<file path="config.mk">
export PLATFORM = sky130hd
export DESIGN_NAME = dec_scan
export DESIGN_NICKNAME = d
export VERILOG_FILES = /design/src/rtl/dec_scan.sv
export SDC_FILE = /design/constraint.sdc
export NUM_CORES = 1
export LEC_CHECK = 0
export CAP_MARGIN = 15
export CORE_MARGIN = 2
export CORE_UTILIZATION = 30
export DETAILED_ROUTE_END_ITERATION = 8
export PLACE_DENSITY = 0.58
export SLEW_MARGIN = 20
export SYNTH_ARGS = -nofsm -noshare
export SYNTH_HDL_FRONTEND = slang
export SYNTH_SLANG_ARGS = --single-unit
</file>
<file path="constraint.sdc">
create_clock -name clk -period 3.7 [get_ports clk]
set_input_delay 1.11 -clock clk [delete_from_list [all_inputs] [get_ports clk]]
set_output_delay 1.11 -clock clk [all_outputs]
set_load 0.01 [all_outputs]
</file>
<file path="src/rtl/dec_scan.sv">
// dec_scan: registered one-hot decoder with an auto-scan sequencer.
// Direct mode decodes a loaded index. Scan mode walks the select through
// positions 0..scan_last_i, holding each position for SCAN_DIV cycles.
// Optional macro DEC_ACTIVE_LOW_EN: when defined, out_o is one-cold (inverted).
// Reset and blank values follow the same polarity.
module dec_scan #(
  parameter int unsigned IN_W     = 4,
  parameter int unsigned SCAN_DIV = 4
) (
  input  logic                   clk,
  input  logic                   rst_n,
  input  logic                   en_i,
  input  logic                   mode_i,
  input  logic                   load_i,
  input  logic [IN_W-1:0]        in_i,
  input  logic [IN_W-1:0]        scan_last_i,
  output logic [(2**IN_W)-1:0]   out_o,
  output logic [IN_W-1:0]        idx_o,
  output logic                   step_o,
  output logic                   wrap_o
);

  localparam int unsigned OUT_W = 2 ** IN_W;
  localparam int unsigned DIV_W = (SCAN_DIV > 1) ? $clog2(SCAN_DIV) : 1;
  localparam logic [DIV_W-1:0] DIV_LAST = DIV_W'(SCAN_DIV - 1);

`ifdef DEC_ACTIVE_LOW_EN
  localparam logic [OUT_W-1:0] OUT_INV = '1;
`else
  localparam logic [OUT_W-1:0] OUT_INV = '0;
`endif

  logic [OUT_W-1:0] out_q, out_d;
  logic [IN_W-1:0]  idx_q, idx_d;
  logic [DIV_W-1:0] div_q, div_d;
  logic             mode_q, mode_d;
  logic             step_q, step_d;
  logic             wrap_q, wrap_d;

  // Next-state: mode-entry detection, divider, index sequencing and decode.
  always_comb begin
    idx_d  = idx_q;
    div_d  = div_q;
    mode_d = mode_q;
    step_d = 1'b0;
    wrap_d = 1'b0;
    out_d  = OUT_INV;
    if (en_i) begin
      mode_d = mode_i;
      if (mode_i) begin
        if (!mode_q) begin
          // Entering scan: restart at position 0 with a fresh dwell.
          idx_d = '0;
          div_d = '0;
        end else if (div_q == DIV_LAST) begin
          div_d  = '0;
          step_d = 1'b1;
          // >= so that lowering the limit below idx wraps on the next step.
          if (idx_q >= scan_last_i) begin
            idx_d  = '0;
            wrap_d = 1'b1;
          end else begin
            idx_d = idx_q + IN_W'(1);
          end
        end else begin
          div_d = div_q + DIV_W'(1);
        end
      end else begin
        div_d = '0;
        if (load_i) begin
          idx_d = in_i;
        end
      end
      out_d = (OUT_W'(1) << idx_d) ^ OUT_INV;
    end
  end

  // State and output registers with synchronous active-low reset.
  always_ff @(posedge clk) begin
    if (!rst_n) begin
      out_q  <= OUT_INV;
      idx_q  <= '0;
      div_q  <= '0;
      mode_q <= 1'b0;
      step_q <= 1'b0;
      wrap_q <= 1'b0;
    end else begin
      out_q  <= out_d;
      idx_q  <= idx_d;
      div_q  <= div_d;
      mode_q <= mode_d;
      step_q <= step_d;
      wrap_q <= wrap_d;
    end
  end

  assign out_o  = out_q;
  assign idx_o  = idx_q;
  assign step_o = step_q;
  assign wrap_o = wrap_q;

endmodule

</file>
==> impl_metrics.env <==
export IMPL_grt_pass1_vias=920
export IMPL_ant_nets=0
export IMPL_syn_mean_instance_area_sq_um=10.6
export IMPL_numCtsBuffers=3
export IMPL_dr_wl_met3_um=119
export IMPL_met2WireLength_um=1130
export IMPL_r2r_cells=7
export IMPL_seq_area_frac_synth_pct=42.7
export IMPL_place_detailed_hpwl_um=1860
export IMPL_dp_cells=187
export IMPL_synth_cell_type_count=33
export IMPL_clk_path_buf_depth=2
export IMPL_outcome="complete, no violations"
export IMPL_drt_initial_drc_count=21
export IMPL_p_per_area_mw_per_mm2=330
export IMPL_post_cts_resized=0
export IMPL_synth_xor_area_share_pct=1.50
export IMPL_period_minus_slack_ns=2.95
export IMPL_holdWs_ns=0.476
export IMPL_core_area_sq_mm=0.00372
export IMPL_hold_buffers=0
export IMPL_antenna_found_initial=0
export IMPL_cp_arrival_ns=3.14
export IMPL_startpoint="scan_last_i[1]"
export IMPL_max_cap_violations=0
export IMPL_synthTopCellsByArea="dfxtp_1 (43%), nor3_2 (6.8%), ha_1 (6.4%)"
export IMPL_grt_remaining_overflow=0
export IMPL_grt_max_degree=18
export IMPL_io_pins=35
export IMPL_finalSetupTns_ns=0
export IMPL_synth_warnings=0
export IMPL_grt_pass1_wl_um=4100
export IMPL_dieArea_sq_mm=0.00442
export IMPL_crit_reg2reg_launch="idx_o[0]$_SDFFE_PN0P_"
export IMPL_area_growth_pct=35.0
export IMPL_num_vias=923
export IMPL_setup_viol=0
export IMPL_hold_viol_final=0
export IMPL_final_layout_size_suffix_gt1_share_pct=15.4
export IMPL_critPathCapture="out_o[15]$_SDFF_PN0_"
export IMPL_synth_simple_gate_area_share_pct=22.2
export IMPL_instances_no_fill=191
export IMPL_synth_top_area_share_pct=42.7
export IMPL_drc=0
export IMPL_wl_um=2340
export IMPL_endpoint_kind="flip-flop"
export IMPL_worstSetupPathType="in2reg"
export IMPL_wl_met1_um=1080
export IMPL_wl_per_cell_um=12.3
export IMPL_clk_pin_slew_ns=0.08
export IMPL_start_kind="input pin"
export IMPL_synthMuxAreaShare_pct=4.27
export IMPL_syn_nets=130
export IMPL_htree_levels=1
export IMPL_via_per_inst=4.83
export IMPL_top_layer="met4"
export IMPL_cts_root_buf="clkbuf_8"
export IMPL_worst_slew_pin_slew_ns=0.528
export IMPL_rsz0062_at_grt="false"
export IMPL_cts_tree="yes"
export IMPL_synth_cells=111
export IMPL_track_usage_pct=11.8
export IMPL_nets=163
export IMPL_synth_edf_count=0
export IMPL_async_reset_ff_share_pct=0
export IMPL_p_leak_nw=0.556
export IMPL_synth_compound_area_share_pct=17.3
export IMPL_portBuffers=34
export IMPL_post_cts_repair_setup_buffers=0
export IMPL_n_antenna_cell=0
export IMPL_rows=22
export IMPL_hold_path_class="reg2reg"
export IMPL_initial_core_util_pct=31.5
export IMPL_clk_insertion_delay_late_ns=0.27
export IMPL_syn_area_sq_mm=0.00117
export IMPL_die_w_um=66.5
export IMPL_crit_path_max_fanout=9
export IMPL_synth_top_family_by_area="simple AND/OR/NAND/NOR gates"
export IMPL_gp_congestion=0.809
export IMPL_relSlewSlack_pct=64.7
export IMPL_r2r_slack_ns=1.49
export IMPL_firstDrtPassIters=4
export IMPL_drv_slew=0
export IMPL_cts_sinks=25
export IMPL_synthAdderAreaFrac_pct=6.41
export IMPL_post_route_period_util_pct=79.7
export IMPL_ys_seq_elements=25
export IMPL_crit_required_ns=3.89
export IMPL_final_setup_skew_ns=0.00216
export IMPL_fp_dieH_um=66.5
export IMPL_synth_top_cell_by_area="dfxtp_1"
export IMPL_r2r_end="out_o[15]$_SDFF_PN0_"
export IMPL_ir_drop_mv=0.161
export IMPL_mostFrequentLayoutCell="clkdlybuf4s50_1"
export IMPL_max_freq_mhz=339
export IMPL_most_common_layout_cells="clkdlybuf4s50_1 (34), dfxtp_1 (25), nor3_1 (8), nor3_2 (8)"
export IMPL_ys_flop_type="dfxtp_1"
==> report_power, final <==
group          switching [W]  internal (W)
clock network      0.0000840     0.0000762
registers         0.00000684      0.000275
logic              0.0000421     0.0000388
total               0.000133      0.000390
==> stage by stage <==
step	area, sq um	util [%]	setup WS, ns	total power [W]
after floorplan	1170	-	1.08	0.000338
after global placement	1530	41.2	0.489	0.000367
after detailed placement	1530	41.2	0.453	0.000369
after CTS	1580	42.6	0.736	0.000528
after global routing	1580	42.6	0.572	0.000550
final	1580	42.6	0.751	0.000522
==> worst min path at each step <==
stage | startpoint | depth (start not counted) | end | slack, ns
CTS | div_q[1]$_SDFFE_PN0P_ | 2 | div_q[1]$_SDFFE_PN0P_ | 0.48
finish | div_q[1]$_SDFFE_PN0P_ | 2 | div_q[1]$_SDFFE_PN0P_ | 0.48
global placement | div_q[1]$_SDFFE_PN0P_ | 2 | div_q[1]$_SDFFE_PN0P_ | 0.46
global route | div_q[1]$_SDFFE_PN0P_ | 2 | div_q[1]$_SDFFE_PN0P_ | 0.53
detailed placement | div_q[1]$_SDFFE_PN0P_ | 2 | div_q[1]$_SDFFE_PN0P_ | 0.47
floorplan | div_q[1]$_SDFFE_PN0P_ | 2 | div_q[1]$_SDFFE_PN0P_ | 0.45
==> cell type report <==
type                            count  area, sq um
Timing Repair Buffer               35          348
Multi-Input combinational cell     74          606
Tap cell                           48         60.1
Inverter                            5         18.8
Clock inverter                      1         7.51
Fill cell                         381         2130
Sequential cell                    25          500
Clock buffer                        3         41.3
==> registers in the layout, summed over array words and instances (netlist names) <==
register  count
step_o        1
idx_o         4
div_q         2
wrap_o        1
out_o        16
mode_q        1
==> worst max-delay path, stage by stage <==
cell and delay, ns:
clkdlybuf4s50_1 0.45, inv_1 0.04, ha_1 0.27, o211ai_1 0.20, o21ai_2 0.12, and2_4 0.20
o32a_1 0.50, nor3_1 0.24
==> synth_stat cells, drive strengths merged, types with 2 or more instances <==
| cell type | number |
|---|---|
| or4 | 2 |
| nand2 | 4 |
| clkbuf | 3 |
| nor2 | 6 |
| o32a | 2 |
| nand4 | 3 |
| o21ai | 5 |
| inv | 5 |
| xor2 | 2 |
| o2111ai | 2 |
| mux2i | 5 |
| o32ai | 2 |
| nor3 | 16 |
| buf | 4 |
| ha | 6 |
| and2 | 2 |
| nand2b | 2 |
| a211oi | 2 |
| dfxtp | 25 |
| a21oi | 6 |
==> routing by layer <==
metal  vias to the layer above  global-route usage, %
met1                       427                   14.8
met3                         3                   3.04
met2                        23                   20.9
met5                         -                      0
li1                        470                      -
met4                         0                   1.53
==> cell families (layout without fill, tap and decap cells) <==
kind of cell / count (synthesis) / in the layout
XOR/XNOR: 2 / 2
adder cells (fa/ha/maj): 6 / 6
AND/OR/NAND/NOR: 39 / 39
AO/OA/AOI/OAI: 22 / 22
flip-flops: 25 / 25
buffers and inverters: 12 / 44
multiplexers: 5 / 5
Power figures use the tool's default switching activity.
